[src/rtl/dcr_pkg.sv]
`default_nettype none
// ============================================================================
//  Package     : dcr_pkg
//  Description : Shared types for the address-calc job sequencer: engine
//                codes, sequencer state encoding and an engine one-hot helper.
//  Revision    : 1.0 - initial release
// ============================================================================
package dcr_pkg;

    typedef enum logic [1:0] {
        ENG_FFT = 2'd0,
        ENG_FIR = 2'd1,
        ENG_IIR = 2'd2,
        ENG_ILL = 2'd3
    } eng_t;

    typedef enum logic [1:0] {
        ST_IDLE  = 2'd0,
        ST_START = 2'd1,
        ST_RUN   = 2'd2,
        ST_DONE  = 2'd3
    } state_t;

    localparam int c_N_ENG = 3;

    // Bit order {IIR, FIR, FFT}; the illegal code maps to no engine.
    function automatic logic [c_N_ENG-1:0] eng_onehot(input eng_t e);
        logic [c_N_ENG-1:0] v;
        v = '0;
        case (e)
            ENG_FFT: v = 3'b001;
            ENG_FIR: v = 3'b010;
            ENG_IIR: v = 3'b100;
            default: v = 3'b000;
        endcase
        return v;
    endfunction

endpackage
`default_nettype wire

[src/rtl/addr_calc_ctrl_if.sv]
`default_nettype none
// ============================================================================
//  Interface   : addr_calc_ctrl_if
//  Description : Job command handshake, memory/engine flow-control inputs,
//                calculator controls (offset, filesize, enables, pauses) and
//                calculator done flags for the job sequencer.
//  Ports       : none (signal bundle only)
//  Modports    : slave  - the sequencer
//                master - the upstream/calculator side
//  Revision    : 1.0 - initial release
// ============================================================================
interface addr_calc_ctrl_if #(
    parameter int ADDR_W = 32
);
    logic              cmd_valid;
    logic              cmd_ready;
    logic [1:0]        cmd_engine;
    logic [ADDR_W-1:0] cmd_offset;
    logic [ADDR_W-1:0] cmd_filesize;
    logic              mem_ready;
    logic              eng_in_ready;
    logic              eng_out_valid;
    logic [ADDR_W-1:0] offset;
    logic [ADDR_W-1:0] filesize;
    logic              fft_enable, fir_enable, iir_enable;
    logic              fft_read_pause, fft_write_pause;
    logic              fir_read_pause, fir_write_pause;
    logic              iir_read_pause, iir_write_pause;
    logic              fft_read_done, fft_write_done;
    logic              fir_read_done, fir_write_done;
    logic              iir_read_done, iir_write_done;
    logic              busy;
    logic              job_done;
    logic              job_err;

    modport slave (
        input  cmd_valid, cmd_engine, cmd_offset, cmd_filesize,
        input  mem_ready, eng_in_ready, eng_out_valid,
        input  fft_read_done, fft_write_done, fir_read_done, fir_write_done,
        input  iir_read_done, iir_write_done,
        output cmd_ready, offset, filesize,
        output fft_enable, fir_enable, iir_enable,
        output fft_read_pause, fft_write_pause, fir_read_pause, fir_write_pause,
        output iir_read_pause, iir_write_pause,
        output busy, job_done, job_err
    );

    modport master (
        output cmd_valid, cmd_engine, cmd_offset, cmd_filesize,
        output mem_ready, eng_in_ready, eng_out_valid,
        output fft_read_done, fft_write_done, fir_read_done, fir_write_done,
        output iir_read_done, iir_write_done,
        input  cmd_ready, offset, filesize,
        input  fft_enable, fir_enable, iir_enable,
        input  fft_read_pause, fft_write_pause, fir_read_pause, fir_write_pause,
        input  iir_read_pause, iir_write_pause,
        input  busy, job_done, job_err
    );
endinterface
`default_nettype wire

[src/rtl/addr_calc_ctrl_dir_arbiter.sv]
`default_nettype none
// ============================================================================
//  Module      : dir_arbiter
//  Description : Combinational write-over-read grant for the shared address
//                bus and decode of the six calculator pause lines.
//  Ports       : i_active        grant allowed this cycle
//                i_eng           engine owning the job
//                i_eng_out_valid engine has write data
//                i_eng_in_ready  engine can take read data
//                i_mem_ready     memory accepts an address
//                i_rd_seen/i_wr_seen direction already finished
//                o_wr_grant/o_rd_grant granted direction (never both)
//                o_pause         {iir_w,iir_r,fir_w,fir_r,fft_w,fft_r}, 1=hold
//  Revision    : 1.0 - initial release
// ============================================================================
module dir_arbiter
    import dcr_pkg::*;
(
    input  wire logic       i_active,
    input  wire eng_t       i_eng,
    input  wire logic       i_eng_out_valid,
    input  wire logic       i_eng_in_ready,
    input  wire logic       i_mem_ready,
    input  wire logic       i_rd_seen,
    input  wire logic       i_wr_seen,
    output logic            o_wr_grant,
    output logic            o_rd_grant,
    output logic [5:0]      o_pause
);
    always_comb begin
        o_wr_grant = i_active && i_eng_out_valid && i_mem_ready && !i_wr_seen;
        o_rd_grant = i_active && !o_wr_grant && i_eng_in_ready && i_mem_ready && !i_rd_seen;
        o_pause    = '1;
        case (i_eng)
            ENG_FFT: begin
                o_pause[0] = !o_rd_grant;
                o_pause[1] = !o_wr_grant;
            end
            ENG_FIR: begin
                o_pause[2] = !o_rd_grant;
                o_pause[3] = !o_wr_grant;
            end
            ENG_IIR: begin
                o_pause[4] = !o_rd_grant;
                o_pause[5] = !o_wr_grant;
            end
            default: o_pause = '1;
        endcase
    end
endmodule
`default_nettype wire

[src/rtl/addr_calc_ctrl.sv]
`default_nettype none
// ============================================================================
//  Module      : addr_calc_ctrl
//  Description : Job sequencer in front of the address calculators. Accepts
//                one job per handshake, enables the chosen calculator, grants
//                the shared address bus to one direction per cycle and retires
//                the job once both read_done and write_done have been seen.
//  Ports       : clk    rising-edge clock
//                rst_n  synchronous active-low reset
//                bus    addr_calc_ctrl_if.slave (command, flow control,
//                       calculator controls and status)
//  Revision    : 1.0 - initial release
// ============================================================================
module addr_calc_ctrl
    import dcr_pkg::*;
#(
    parameter int ADDR_W      = 32,
    parameter int TIMEOUT_CYC = 4096,
    parameter int TO_W        = 13
) (
    input  wire logic       clk,
    input  wire logic       rst_n,
    addr_calc_ctrl_if.slave bus
);
    state_t            r_state;
    eng_t              r_eng;
    logic [ADDR_W-1:0] r_offset;
    logic [ADDR_W-1:0] r_filesize;
    logic [2:0]        r_enable;
    logic [5:0]        r_pause;
    logic              r_busy, r_cmd_ready, r_job_done, r_job_err;
    logic              r_rd_seen, r_wr_seen;
    logic [TO_W-1:0]   r_to_cnt;

    logic              w_sel_rd_done, w_sel_wr_done;
    logic              w_rd_seen_nxt, w_wr_seen_nxt, w_new_done;
    logic              w_wr_grant, w_rd_grant;
    logic [5:0]        w_pause;
    logic [TO_W-1:0]   w_to_nxt;
    logic              w_timeout;
    eng_t              w_cmd_eng;

    assign w_cmd_eng = eng_t'(bus.cmd_engine);

    always_comb begin
        w_sel_rd_done = 1'b0;
        w_sel_wr_done = 1'b0;
        case (r_eng)
            ENG_FFT: begin w_sel_rd_done = bus.fft_read_done; w_sel_wr_done = bus.fft_write_done; end
            ENG_FIR: begin w_sel_rd_done = bus.fir_read_done; w_sel_wr_done = bus.fir_write_done; end
            ENG_IIR: begin w_sel_rd_done = bus.iir_read_done; w_sel_wr_done = bus.iir_write_done; end
            default: begin w_sel_rd_done = 1'b0; w_sel_wr_done = 1'b0; end
        endcase
    end

    // A done seen this cycle already blocks that direction in the registered
    // pause for the next cycle, so the grant looks at the updated flags.
    assign w_rd_seen_nxt = r_rd_seen | w_sel_rd_done;
    assign w_wr_seen_nxt = r_wr_seen | w_sel_wr_done;
    assign w_new_done    = (w_sel_rd_done & ~r_rd_seen) | (w_sel_wr_done & ~r_wr_seen);
    assign w_to_nxt      = r_to_cnt + 1'b1;
    assign w_timeout     = (TIMEOUT_CYC != 0) && (w_to_nxt == TO_W'(TIMEOUT_CYC));

    dir_arbiter u_dir_arbiter (
        .i_active        (r_state == ST_RUN),
        .i_eng           (r_eng),
        .i_eng_out_valid (bus.eng_out_valid),
        .i_eng_in_ready  (bus.eng_in_ready),
        .i_mem_ready     (bus.mem_ready),
        .i_rd_seen       (w_rd_seen_nxt),
        .i_wr_seen       (w_wr_seen_nxt),
        .o_wr_grant      (w_wr_grant),
        .o_rd_grant      (w_rd_grant),
        .o_pause         (w_pause)
    );

    always_ff @(posedge clk) begin
        if (!rst_n) begin
            r_state     <= ST_IDLE;
            r_eng       <= ENG_FFT;
            r_offset    <= '0;
            r_filesize  <= '0;
            r_enable    <= '0;
            r_pause     <= '1;
            r_busy      <= 1'b0;
            r_cmd_ready <= 1'b1;
            r_job_done  <= 1'b0;
            r_job_err   <= 1'b0;
            r_rd_seen   <= 1'b0;
            r_wr_seen   <= 1'b0;
            r_to_cnt    <= '0;
        end else begin
            r_job_done <= 1'b0;
            r_job_err  <= 1'b0;
            case (r_state)
                ST_IDLE: begin
                    if (bus.cmd_valid) begin
                        if (w_cmd_eng == ENG_ILL) begin
                            r_job_err <= 1'b1;
                        end else if (bus.cmd_filesize == '0) begin
                            r_job_done <= 1'b1;
                        end else begin
                            r_eng       <= w_cmd_eng;
                            r_offset    <= bus.cmd_offset;
                            r_filesize  <= bus.cmd_filesize;
                            r_enable    <= eng_onehot(w_cmd_eng);
                            r_busy      <= 1'b1;
                            r_cmd_ready <= 1'b0;
                            r_rd_seen   <= 1'b0;
                            r_wr_seen   <= 1'b0;
                            r_to_cnt    <= '0;
                            r_state     <= ST_START;
                        end
                    end
                end
                ST_START: begin
                    r_state <= ST_RUN;
                end
                ST_RUN: begin
                    r_rd_seen <= w_rd_seen_nxt;
                    r_wr_seen <= w_wr_seen_nxt;
                    if (w_rd_seen_nxt && w_wr_seen_nxt) begin
                        r_enable   <= '0;
                        r_pause    <= '1;
                        r_job_done <= 1'b1;
                        r_state    <= ST_DONE;
                    end else if (w_new_done) begin
                        r_to_cnt <= '0;
                        r_pause  <= w_pause;
                    end else if (w_timeout) begin
                        r_enable    <= '0;
                        r_pause     <= '1;
                        r_job_err   <= 1'b1;
                        r_busy      <= 1'b0;
                        r_cmd_ready <= 1'b1;
                        r_state     <= ST_IDLE;
                    end else begin
                        r_to_cnt <= w_to_nxt;
                        r_pause  <= w_pause;
                    end
                end
                ST_DONE: begin
                    r_busy      <= 1'b0;
                    r_cmd_ready <= 1'b1;
                    r_state     <= ST_IDLE;
                end
                default: r_state <= ST_IDLE;
            endcase
        end
    end

    assign bus.cmd_ready       = r_cmd_ready;
    assign bus.offset          = r_offset;
    assign bus.filesize        = r_filesize;
    assign bus.fft_enable      = r_enable[0];
    assign bus.fir_enable      = r_enable[1];
    assign bus.iir_enable      = r_enable[2];
    assign bus.fft_read_pause  = r_pause[0];
    assign bus.fft_write_pause = r_pause[1];
    assign bus.fir_read_pause  = r_pause[2];
    assign bus.fir_write_pause = r_pause[3];
    assign bus.iir_read_pause  = r_pause[4];
    assign bus.iir_write_pause = r_pause[5];
    assign bus.busy            = r_busy;
    assign bus.job_done        = r_job_done;
    assign bus.job_err         = r_job_err;

    // Grant flags are folded into w_pause; kept visible for debug.
    logic w_unused;
    assign w_unused = w_wr_grant ^ w_rd_grant;
endmodule
`default_nettype wire

[src/flat_wrapper.sv]
// flat-port wrapper written by rule: the top's interface ports become plain ports
module addr_calc_ctrl_flat import dcr_pkg::*;
#(
    parameter int ADDR_W      = 32,
    parameter int TIMEOUT_CYC = 4096,
    parameter int TO_W        = 13
)
  (clk, rst_n, bus_cmd_valid, bus_cmd_engine, bus_cmd_offset, bus_cmd_filesize, bus_mem_ready, bus_eng_in_ready, bus_eng_out_valid, bus_fft_read_done, bus_fft_write_done, bus_fir_read_done, bus_fir_write_done, bus_iir_read_done, bus_iir_write_done, bus_cmd_ready, bus_offset, bus_filesize, bus_fft_enable, bus_fir_enable, bus_iir_enable, bus_fft_read_pause, bus_fft_write_pause, bus_fir_read_pause, bus_fir_write_pause, bus_iir_read_pause, bus_iir_write_pause, bus_busy, bus_job_done, bus_job_err);
  addr_calc_ctrl_if #(.ADDR_W(ADDR_W)) bus_i ();
  input  wire logic clk;
  input  wire logic rst_n;
  input wire logic [$bits(bus_i.cmd_valid)-1:0] bus_cmd_valid;
  input wire logic [$bits(bus_i.cmd_engine)-1:0] bus_cmd_engine;
  input wire logic [$bits(bus_i.cmd_offset)-1:0] bus_cmd_offset;
  input wire logic [$bits(bus_i.cmd_filesize)-1:0] bus_cmd_filesize;
  input wire logic [$bits(bus_i.mem_ready)-1:0] bus_mem_ready;
  input wire logic [$bits(bus_i.eng_in_ready)-1:0] bus_eng_in_ready;
  input wire logic [$bits(bus_i.eng_out_valid)-1:0] bus_eng_out_valid;
  input wire logic [$bits(bus_i.fft_read_done)-1:0] bus_fft_read_done;
  input wire logic [$bits(bus_i.fft_write_done)-1:0] bus_fft_write_done;
  input wire logic [$bits(bus_i.fir_read_done)-1:0] bus_fir_read_done;
  input wire logic [$bits(bus_i.fir_write_done)-1:0] bus_fir_write_done;
  input wire logic [$bits(bus_i.iir_read_done)-1:0] bus_iir_read_done;
  input wire logic [$bits(bus_i.iir_write_done)-1:0] bus_iir_write_done;
  output wire logic [$bits(bus_i.cmd_ready)-1:0] bus_cmd_ready;
  output wire logic [$bits(bus_i.offset)-1:0] bus_offset;
  output wire logic [$bits(bus_i.filesize)-1:0] bus_filesize;
  output wire logic [$bits(bus_i.fft_enable)-1:0] bus_fft_enable;
  output wire logic [$bits(bus_i.fir_enable)-1:0] bus_fir_enable;
  output wire logic [$bits(bus_i.iir_enable)-1:0] bus_iir_enable;
  output wire logic [$bits(bus_i.fft_read_pause)-1:0] bus_fft_read_pause;
  output wire logic [$bits(bus_i.fft_write_pause)-1:0] bus_fft_write_pause;
  output wire logic [$bits(bus_i.fir_read_pause)-1:0] bus_fir_read_pause;
  output wire logic [$bits(bus_i.fir_write_pause)-1:0] bus_fir_write_pause;
  output wire logic [$bits(bus_i.iir_read_pause)-1:0] bus_iir_read_pause;
  output wire logic [$bits(bus_i.iir_write_pause)-1:0] bus_iir_write_pause;
  output wire logic [$bits(bus_i.busy)-1:0] bus_busy;
  output wire logic [$bits(bus_i.job_done)-1:0] bus_job_done;
  output wire logic [$bits(bus_i.job_err)-1:0] bus_job_err;
  assign bus_i.cmd_valid = bus_cmd_valid;
  assign bus_i.cmd_engine = bus_cmd_engine;
  assign bus_i.cmd_offset = bus_cmd_offset;
  assign bus_i.cmd_filesize = bus_cmd_filesize;
  assign bus_i.mem_ready = bus_mem_ready;
  assign bus_i.eng_in_ready = bus_eng_in_ready;
  assign bus_i.eng_out_valid = bus_eng_out_valid;
  assign bus_i.fft_read_done = bus_fft_read_done;
  assign bus_i.fft_write_done = bus_fft_write_done;
  assign bus_i.fir_read_done = bus_fir_read_done;
  assign bus_i.fir_write_done = bus_fir_write_done;
  assign bus_i.iir_read_done = bus_iir_read_done;
  assign bus_i.iir_write_done = bus_iir_write_done;
  assign bus_cmd_ready = bus_i.cmd_ready;
  assign bus_offset = bus_i.offset;
  assign bus_filesize = bus_i.filesize;
  assign bus_fft_enable = bus_i.fft_enable;
  assign bus_fir_enable = bus_i.fir_enable;
  assign bus_iir_enable = bus_i.iir_enable;
  assign bus_fft_read_pause = bus_i.fft_read_pause;
  assign bus_fft_write_pause = bus_i.fft_write_pause;
  assign bus_fir_read_pause = bus_i.fir_read_pause;
  assign bus_fir_write_pause = bus_i.fir_write_pause;
  assign bus_iir_read_pause = bus_i.iir_read_pause;
  assign bus_iir_write_pause = bus_i.iir_write_pause;
  assign bus_busy = bus_i.busy;
  assign bus_job_done = bus_i.job_done;
  assign bus_job_err = bus_i.job_err;
  addr_calc_ctrl #(.ADDR_W(ADDR_W), .TIMEOUT_CYC(TIMEOUT_CYC), .TO_W(TO_W)) u_core (.clk(clk), .rst_n(rst_n), .bus(bus_i));
endmodule
[config.mk]
export PLATFORM = sky130hd
export DESIGN_NAME = addr_calc_ctrl_flat
export DESIGN_NICKNAME = d
export VERILOG_FILES = /design/src/rtl/dcr_pkg.sv /design/src/rtl/addr_calc_ctrl_if.sv /design/src/rtl/addr_calc_ctrl_dir_arbiter.sv /design/src/rtl/addr_calc_ctrl.sv /design/src/flat_wrapper.sv
export SDC_FILE = /design/constraint.sdc
export NUM_CORES = 1
export LEC_CHECK = 0
export ABC_CLOCK_PERIOD_IN_PS = 6000
export CAP_MARGIN = 20
export CORE_MARGIN = 10
export CORE_UTILIZATION = 47
export DETAILED_ROUTE_END_ITERATION = 10
export PLACE_DENSITY_LB_ADDON = 0.15
export SETUP_SLACK_MARGIN = 0.05
export SYNTH_ARGS = -nofsm -noshare
export SYNTH_HDL_FRONTEND = slang
export SYNTH_SLANG_ARGS = --single-unit
[constraint.sdc]
create_clock -name clk -period 6 [get_ports clk]
set_input_delay 1.2 -clock clk [delete_from_list [all_inputs] [get_ports clk]]
set_output_delay 1.2 -clock clk [all_outputs]
set_load 0.03 [all_outputs]
### Yosys cells after proc, flatten, opt, wreduce, memory -nomap -nowiden

Index checks and enable logic that the tools add are counted.
W data, S select, Z words.

| cells by class | value |
|---|---|
| eq/ne operators | 18 |
| bitwise operators | 9 |
| add/subtract/negate cells | 1 |
| reduce and logical (&&, ||, !) cells | 24 |
| mux-type cells | 57 |

Operator list:

| kind | count |
|---|---|
| $mux W13 | 6 |
| $logic_not A32 Y1 | 1 |
| $pmux W13 S2 | 1 |
| $mux W1 | 21 |
| $mux W2 | 9 |
| $mux W3 | 6 |
| $mux W6 | 3 |
| $add A13 B1 Y13 const B | 1 |
| $eq A13 B13 Y1 const B | 1 |
| $pmux W1 S3 | 4 |
| $reduce_and A6 Y1 | 2 |
| $eq A2 B2 Y1 const B | 5 |
| $ne A2 B2 Y1 const B | 5 |
| $pmux W3 S3 | 1 |
| $logic_and A1 B1 Y1 | 8 |
| $pmux W1 S2 | 4 |
| $pmux W2 S4 | 1 |
| $reduce_and A4 Y1 | 2 |
| $reduce_and A7 Y1 | 1 |
| $eq A2 B1 Y1 const B | 3 |
| $logic_not A2 Y1 | 3 |
| $pmux W3 S2 | 1 |
| $reduce_and A5 Y1 | 1 |
| $logic_not A1 Y1 | 4 |
| 9 further kinds | 15 |

| storage, ports and cells | value |
|---|---|
| output and inout port bits | 77 |
| input port bits | 78 |
| logic and storage cells | 122 |
| bits in registers | 96 |

### Logic depth before layout (Yosys ltp)

Gate-level depths: netlist of run 1.

| logic depth | value |
|---|---|
| word-level depth | 15 |
| mapped depth | 9 |
| depth with buffers taken out | 7 |

### Modules after synthesis

From an unflattened synthesis of run 1, not the netlist that was laid out.

| unflattened totals | value |
|---|---|
| cell total of the unflattened synthesis | 537 |
| area, all modules | 4236.6 um^2 |

Modules (own cells, without submodules):

| module | area each (um^2) | instances | seq. area each (um^2) | cells each |
|---|---|---|---|---|
| addr_calc_ctrl | 4151.5 | 1 | 1921.8 | 523 |
| dir_arbiter | 85.1 | 1 | 0.0 | 14 |

### Least setup slack after synthesis of run 1

OpenSTA, ideal clock, no wires.

| timing path | value |
|---|---|
| path type | input port to flip-flop |
| from | input bus_cmd_filesize[18] |
| to | register u_core.r_filesize[0], in the netlist u_core.bus.filesize[0] |
| path buffers | 2 |
| cell stages on the path | 7 |
| arrival time | 2.762 ns |
| path slack | 3.168 ns |
| cells stage by stage | nor4_1 nand4_1 o21ai_1 clkbuf_1 clkbuf_1 nand2_1 a21oi_1 |

| on the way | value |
|---|---|
| word-level cells in the longest chain between the ends | 3 |

Ends and longest elaborated chain:

| what | RTL line | source |
|---|---|---|
| from (decl) | flat_wrapper.sv:15 | `input wire logic [$bits(bus_i.cmd_filesize)-1:0] bus_cmd_filesize;` |
| $logic_not A32 Y1 | addr_calc_ctrl.sv:100 | `end else if (bus.cmd_filesize == '0) begin` |
| $not A1 Y1 (no line) | n/a |  |
| $reduce_and A4 Y1 (no line) | n/a |  |
| to (signal assigned) | addr_calc_ctrl.sv:105 | `r_filesize <= bus.cmd_filesize;` |
| to (decl) | addr_calc_ctrl.sv:28 | `logic [ADDR_W-1:0] r_filesize;` |

No other way between the ends.
A chain may end at the register's enable or synchronous reset.

### Worst setup path in the final report of run 1

| timing path | value |
|---|---|
| from | input bus_cmd_engine[1] |
| to | register u_core.r_to_cnt[5] |

| on the way | value |
|---|---|
| word-level cells in the longest chain between the ends | 3 |

Ends and longest elaborated chain:

| what | RTL line | source |
|---|---|---|
| from (decl) | flat_wrapper.sv:13 | `input wire logic [$bits(bus_i.cmd_engine)-1:0] bus_cmd_engine;` |
| $eq A2 B2 Y1 | addr_calc_ctrl.sv:98 | `if (w_cmd_eng == ENG_ILL) begin` |
| $ne A2 B2 Y1 (no line) | n/a |  |
| $reduce_and A6 Y1 (no line) | n/a |  |
| to (signal assigned) | addr_calc_ctrl.sv:138 | `r_to_cnt <= w_to_nxt;` |
| to (decl) | addr_calc_ctrl.sv:33 | `logic [TO_W-1:0] r_to_cnt;` |

No other way between the ends.

==> impl_results.md, run 1 <==
* Status: finished, final reports clean
* Largest net degree at the start of global routing at 72
* Post-Syn Instances at 509
* CTS resizes at 0
* R2R setup slack at 3.10 ns
* Core area at 8300 um2
* CP max-delay cell: a21boi_1
* Logic pwr share at 22.1%
* Initial antenna violation count at 0
* Die Span Y at 113 um
* Die X at 113 um
* Area grow syn2layout at 44.1%
* Starting Density at around half
* Drt pass-1 iters at 5
* Slew @ Worst Pin at about 0.86 ns
* Sequential share of power at 49.7%
* Setup repair after global routing missed its margin: false
* Global-route wire length before repair at 19.8 mm
* # port buffers at 154
* Worst Hold Class: reg -> reg
* Max incr delay on CP at between 0.6 and 0.7 ns
* Setup Crit Path Kind: in -> reg
* Cells along the critical path: clkdlybuf4s50_1 > a21bo_2 > nor3_1 > o21ai_4 > a21boi_1 > nand2_1 > o221ai_1
* Setup repair bufs after CTS at 0
* Final wirelength at 12.5 mm
* ANT nets after route at 0
* Worst-path clk slew at 0.09 ns
* Yosys reg bits at 96
* DR vias/cell at 5.31
* Post-synth EDFFs at 0
* Worst hold path depth at 2
* Leakage at 2.00 nW
* Sw Ratio at 30.4%
* Share of layout cells above drive strength 1 at 4.60%
* Routed length per instance at 16.5 um
* Reg-to-Reg Start: u_core.r_state[1]$_SDFFE_PN0P_
* # DRC at 0
* Max Clock Skew at 0.00955 ns
* Final cycle utilization of the critical path at 58.9%
* Hold wc startpoint: u_core.bus.offset[30]$_SDFFE_PN0P_
* Seq/Total Area, Yosys at between 40% and 50%
* Vias in the first global route at 3,807
* CP arrival at 3.80 ns
* Register Area at slightly below 2000 um2
* Worst-path maximum fanout at 10
* Die ar. at 12,700 um2
* Final setup viols at 0
* Async set-or-reset flop fraction in the synthesized netlist at 0%
* Post-synthesis cell area at 4040 um2
* CTS tree: done
* Pint at 971 uW
* Clock sink total at 96
* Drt initial violations at approximately 200
* Post-DP HPWL at 9.19 mm
* CTS H-tree lvls at 3
* Max-capacitance violation count at 0
* Synthesized area per cell at about 7.9 um2
* Worst-Skew Late Latency at about 0.36 ns
* Via count at ~4,000
* Number of synthesis warnings at 0
* Cell Pwr Density at between 200 and 250 nW/um2
* Worst path required time at 6.27 ns
* # nets final at 726
* FMAX at 0.283 GHz
* Reg2reg end: u_core.r_to_cnt[5]$_SDFFE_PN0P_
* Remaining Overflow, GRT at 0
* Antenna diode count at 0
* Total CTS buffers at 9
* Gr usage total at 18.6%
* Top delay family on crit path: compound AO/OA/AOI/OAI gates
* Crit path time final at 3.53 ns
* Root buf cell: clkbuf_8
* Critical path launch point type: primary input
* CP bufs+invs at 1
* Syn Nets at 588
* Number of fill cells in the layout at roughly 710
* End of the worst hold path: u_core.bus.offset[30]$_SDFFE_PN0P_
* CTS Hold Buffers Added at 0
* Row count at 33
* # IOs at 155
* Primary flip-flop cell chosen by synthesis mapping: dfxtp_1
* CP Capture Type: flip-flop
* Final max-slew violation count at 0
* Worst Setup SP: bus_cmd_engine[1]
* Worst hold slack at 0.456 ns
* Clock Path Buffers at 2
* Final Hold Viols at 0
* Peak supply drop at 128 uV
* R2R depth at 6
* GP Congestion at 0.874
* Slew Limit Headroom at 42.3%
* Clock power share at 28.3%
* Synth cell types at 57
* NetSw at 424 uW
* Area of the multi-input gates at around 1900 um2
* Final core occ at 70.1%
* Sum Neg Setup Slack at 0 ns
[tightest hold or removal path, cell delays in order, from the launching register on]
cell and delay [ns]:
dfxtp_1 0.32, nand2_1 0.05, a21oi_1 0.05
[power by group through the flow]
stage	Combinational (mW)	Sequential [mW]	Clock, mW
3_3_place_gp	0.303	0.706	0
6_report	0.308	0.693	0.394
5_1_grt	0.331	0.698	0.430
4_1_cts	0.311	0.693	0.405
3_5_place_dp	0.310	0.708	0
2_1_floorplan	0.0996	0.769	0
[synth_stat cells, types with 4 or more instances]
cell,n,area share [%]
o21ai_1,8,0.99
a21oi_1,74,9.2
mux2i_1,4,0.99
dfxtp_1,96,48
o211ai_1,7,1.3
o21ai_0,6,0.74
nand2_1,151,14
nor4_1,9,1.4
nor2_1,16,1.5
o31ai_1,4,0.74
nand3b_1,4,0.74
nand3_1,13,1.6
nor3_1,4,0.50
nand4_1,6,0.93
inv_1,15,1.4
clkbuf_1,28,2.6
[per-stage QoR]
step / setup slack (ns) / instance area, um2 / total power, mW / instances
detailed placement: 2.17 / 5640 / 1.02 / 741
finish: 2.47 / 5820 / 1.40 / 757
global placement: 2.16 / 5620 / 1.01 / 740
floorplan: 3.17 / 4040 / 0.868 / 509
global route: 2.38 / 5820 / 1.46 / 757
CTS: 2.55 / 5820 / 1.41 / 757
[kinds of logic (layout without fill, tap and decap cells)]
| group | after synthesis | in the layout | synth area share [%] |
|---|---|---|---|
| AOI/OAI and AO/OA | 132 | 132 | 20.7 |
| and+or+nand+nor | 226 | 226 | 25.0 |
| buffers and inverters | 46 | 189 | 4.46 |
| adders and majority gates | 1 | 1 | 0.310 |
| muxes | 4 | 4 | 0.992 |
| xor gates and xnor gates | 4 | 4 | 0.868 |
| DFF | 96 | 96 | 47.6 |
[worst max path at each step]
| stage | slack [ns] | to | cells past startpoint |
|---|---|---|---|
| 3_5_place_dp | 2.17 | u_core.r_to_cnt[5]$_SDFFE_PN0P_ | 7 |
| 6_report | 2.47 | u_core.r_to_cnt[5]$_SDFFE_PN0P_ | 7 |
| 5_1_grt | 2.38 | u_core.r_to_cnt[5]$_SDFFE_PN0P_ | 7 |
| 2_1_floorplan | 3.17 | u_core.bus.filesize[0]$_SDFFE_PN0P_ | 7 |
| 4_1_cts | 2.55 | u_core.r_to_cnt[10]$_SDFFE_PN0P_ | 7 |
| 3_3_place_gp | 2.16 | u_core.r_enable[1]$_SDFFE_PN0P_ | 7 |
[final cells by class]
| class | count | area share [%] |
|---|---|---|
| Multi-Input combinational cell | 367 | 33.5 |
| Inverter | 16 | 1.03 |
| Tap cell | 105 | 2.26 |
| Clock inverter | 6 | 0.731 |
| Sequential cell | 96 | 33.0 |
| Timing Repair Buffer | 157 | 27.1 |
| Clock buffer | 10 | 2.37 |
[metal layers]
| metal | vias to the layer above | GRT usage [%] | routed length (um) |
|---|---|---|---|
| met5 | - | 0 | 0 |
| li1 | 2039 | - | - |
| met2 | 149 | 31.3 | 6190 |
| met1 | 1819 | 22.3 | 5220 |
| met3 | 14 | 6.55 | 966 |
| met4 | 0 | 4.06 | 127 |
[state kept, by name, indices dropped and copies added (netlist names)]
name	cells
u_core.bus.filesize	32
u_core.bus.offset	32
u_core.r_to_cnt	13
u_core.r_pause	6
u_core.r_enable	3
u_core.r_eng	2
u_core.r_state	2
u_core.bus.busy	1
u_core.bus.cmd_ready	1
u_core.bus.job_done	1
u_core.bus.job_err	1
u_core.r_rd_seen	1
u_core.r_wr_seen	1
[cells in the final DEF (no fill, tap or decap), types with 4 or more instances in the layout]
cell             synthesis  routed
clkbuf_8                 0      10
nor3_1                   4       4
o211ai_1                 7       7
a21oi_1                 74      74
clkdlybuf4s50_1          0     154
nand3b_1                 4       4
nor2_1                  16      16
nand3_1                 13      13
nand2_1                151     151
o21ai_1                  8       7
nand4_1                  6       6
dfxtp_1                 96      96
nor4_1                   9       9
mux2i_1                  4       4
o31ai_1                  4       4
inv_1                   15      15
o21ai_0                  6       6
(Power assumes the default switching activity.)
==> inputs of run 2 (changes only) <==
ABC_CLOCK_PERIOD_IN_PS = 2900   (was 6000)
CORE_UTILIZATION = 40   (was 47)
clock period = 2.9 ns   (was 6 ns; I/O delays follow)
==> impl_results.md, run 2 (same netlist as run 1, synthesis figures left out) <==
* # IOs at 155 (unchanged)
* Sum Neg Setup Slack at 0 ns (unchanged)
* Cells along the critical path: clkdlybuf4s50_1 > mux2i_1 > o21ai_0 > a2111oi_2 > o2111ai_4 > o22a_1 > o221ai_1 (was clkdlybuf4s50_1 > a21bo_2 > nor3_1 > o21ai_4 > a21boi_1 > nand2_1 > o221ai_1)
* Clock Path Buffers at 2 (unchanged)
* CP Capture Type: flip-flop (unchanged)
* Reg2reg end: u_core.r_to_cnt[11]$_SDFFE_PN0P_ (was u_core.r_to_cnt[5]$_SDFFE_PN0P_)
* Number of fill cells in the layout at 891 (was 706)
* R2R setup slack at 0.41 ns (was 3.10 ns)
* Max incr delay on CP at 0.49 ns (was 0.68 ns)
* Gr usage total at 17.1% (was 18.6%)
* Worst-path clk slew at 0.09 ns (about the same)
* Max Clock Skew at 0.0125 ns (was 0.00955 ns)
* Total CTS buffers at 9 (unchanged)
* Reg-to-Reg Start: u_core.r_eng[1]$_SDFFE_PN0P_ (was u_core.r_state[1]$_SDFFE_PN0P_)
* CP bufs+invs at 1 (unchanged)
* Status: finished, final reports clean (unchanged)
* Starting Density at 41.1% (was 48.6%)
* Worst path depth at 7 (unchanged)
* Slew Limit Headroom at 55.1% (was 42.3%)
* Worst Setup SP: bus_iir_write_done (was bus_cmd_engine[1])
* Global-route wire length before repair at 20.3 mm (was 19.8 mm)
* Area of the multi-input gates at 1950 um2 (unchanged)
* # DRC at 0 (unchanged)
* # port buffers at 154 (unchanged)
* Vias in the first global route at 3,913 (was 3,807)
* Final setup viols at 0 (unchanged)
* Max-capacitance violation count at 0 (unchanged)
* CTS resizes at 0 (unchanged)
* CP max-delay cell: a2111oi_2 (was a21boi_1)
* GP Congestion at 0.843 (was 0.874)
* Setup repair bufs after CTS at 0 (unchanged)
* Worst-Skew Late Latency at 0.37 ns (was 0.36 ns)
* Die ar. at 14,500 um2 (was 12,700 um2)
* DR vias/cell at 5.20 (was 5.31)
* Commonest non-fill, non-tap cell in the layout: clkdlybuf4s50_1 (unchanged)
* FMAX at 0.401 GHz
* Area grow syn2layout at 48.1% (was 44.1%)
* Slew @ Worst Pin at 0.671 ns (was 0.863 ns)
* Setup Crit Path Kind: in -> reg (unchanged)
* Final max-slew violation count at 0 (unchanged)
* Initial antenna violation count at 0 (unchanged)
* Cell Pwr Density at 501 nW/um2 (was 240 nW/um2)
* Crit path time final at ~2.5 ns
* Worst hold slack at 0.457 ns (was 0.456 ns)
* Setup repair after global routing missed its margin: false (unchanged)
* CP arrival at 2.77 ns (was 3.80 ns)
* Leakage at 2.08 nW (was 2.00 nW)
* Worst path required time at 3.18 ns (was 6.27 ns)
* Critical path launch point type: primary input (unchanged)
* Antenna diode count at 0 (unchanged)
* Routed length per instance at 16.2 um (was 16.5 um)
* CTS tree: done (unchanged)
* Row count at 36 (was 33)
* Worst hold path depth at 2 (unchanged)
* Core area at 9820 um2 (was 8300 um2)
* Post-DP HPWL at 9.91 mm (was 9.19 mm)
* # nets final at 740 (was 726)
* Root buf cell: clkbuf_8 (unchanged)
* Die Span Y at 120 um (was 113 um)
* Via count at 4,148 (was 4,021)
* Share of layout cells above drive strength 1 at 6.47% (was 4.60%)
* R2R depth at 6 (unchanged)
* Drt initial violations at 364 (was 197)
* Top delay family on crit path: compound AO/OA/AOI/OAI gates (unchanged)
* Largest net degree at the start of global routing at 69 (was 72)
* ANT nets after route at 0 (unchanged)
* Final core occ at 60.9% (was 70.1%)
* Remaining Overflow, GRT at 0 (unchanged)
* CTS Hold Buffers Added at 0 (unchanged)
* Peak supply drop at 281 uV (was 128 uV)
* Clock sink total at 96 (unchanged)
* Final wirelength at 12.9 mm (was 12.5 mm)
* Worst-path maximum fanout at 13 (was 10)
* Drt pass-1 iters at 5 (unchanged)
* Worst Hold Class: reg -> reg (unchanged)
* CTS H-tree lvls at 3 (unchanged)
* Final cycle utilization of the critical path at about 86%
* Final Hold Viols at 0 (unchanged)
* Register Area at 1920 um2 (unchanged)
* Setup crit end: u_core.r_to_cnt[11]$_SDFFE_PN0P_ (was u_core.r_to_cnt[5]$_SDFFE_PN0P_)
* Die X at 120 um (was 113 um)
* Most frequent cells in the layout: clkdlybuf4s50_1 (154), nand2_1 (151), dfxtp_1 (96) (unchanged)
run 2: per-layer routing:
layer / wire, um / part of all wire (%) / up-vias / GRT usage [%]
li1: - / - / 2075 / -
met1: 5240 / 40 / 1921 / 19.3
met2: 6550 / 51 / 139 / 30.2
met3: 964 / 7.5 / 13 / 5.21
met4: 180 / 1.4 / 0 / 4.98
met5: 0 / 0 / - / 0
run 2: worst register-to-register path: stages (launching register included):
cell and delay (ns):
dfxtp_1 0.52, mux2i_1 0.31, o21ai_0 0.18, a2111oi_2 0.49
o2111ai_4 0.21, o22a_1 0.44, o221ai_1 0.26
run 2: cell type report:
cell class,instances,area share [%]
Clock buffer,10,2.30
Inverter,16,1.00
Multi-Input combinational cell,367,32.6
Timing Repair Buffer,171,28.1
Clock inverter,5,1.07
Sequential cell,96,32.1
Tap cell,133,2.78
run 2: worst min-delay path by stage:
stage	from	to	slack [ns]
finish	u_core.bus.filesize[1]$_SDFFE_PN0P_	u_core.bus.filesize[1]$_SDFFE_PN0P_	0.46
global route	u_core.bus.filesize[2]$_SDFFE_PN0P_	u_core.bus.filesize[2]$_SDFFE_PN0P_	0.48
CTS	u_core.bus.filesize[9]$_SDFFE_PN0P_	u_core.bus.filesize[9]$_SDFFE_PN0P_	0.46
detailed placement	u_core.bus.filesize[9]$_SDFFE_PN0P_	u_core.bus.filesize[9]$_SDFFE_PN0P_	0.45
global placement	u_core.bus.filesize[18]$_SDFFE_PN0P_	u_core.bus.filesize[18]$_SDFFE_PN0P_	0.44
floorplan	u_core.r_wr_seen$_SDFFE_PN0P_	u_core.r_wr_seen$_SDFFE_PN0P_	0.45
run 2: report_power, final:
part	internal (mW)	switching, mW	leakage, nW	total (mW)
combinational	0.291	0.362	1.19	0.653
clock	0.426	0.481	0.0994	0.907
sequential	1.39	0.0439	0.784	1.43
total	2.11	0.887	2.08	2.99
run 2: through the flow:
| step | setup WS, ns | cells | total power, mW | instance area, um2 |
|---|---|---|---|---|
| 2_1_floorplan | 0.608 | 509 | 1.80 | 4040 |
| 5_1_grt | 0.221 | 798 | 3.13 | 5980 |
| 3_3_place_gp | 0.0959 | 783 | 2.11 | 5780 |
| 4_1_cts | 0.422 | 798 | 3.02 | 5980 |
| 6_report | 0.407 | 798 | 2.99 | 5980 |
| 3_5_place_dp | 0.0457 | 783 | 2.12 | 5780 |
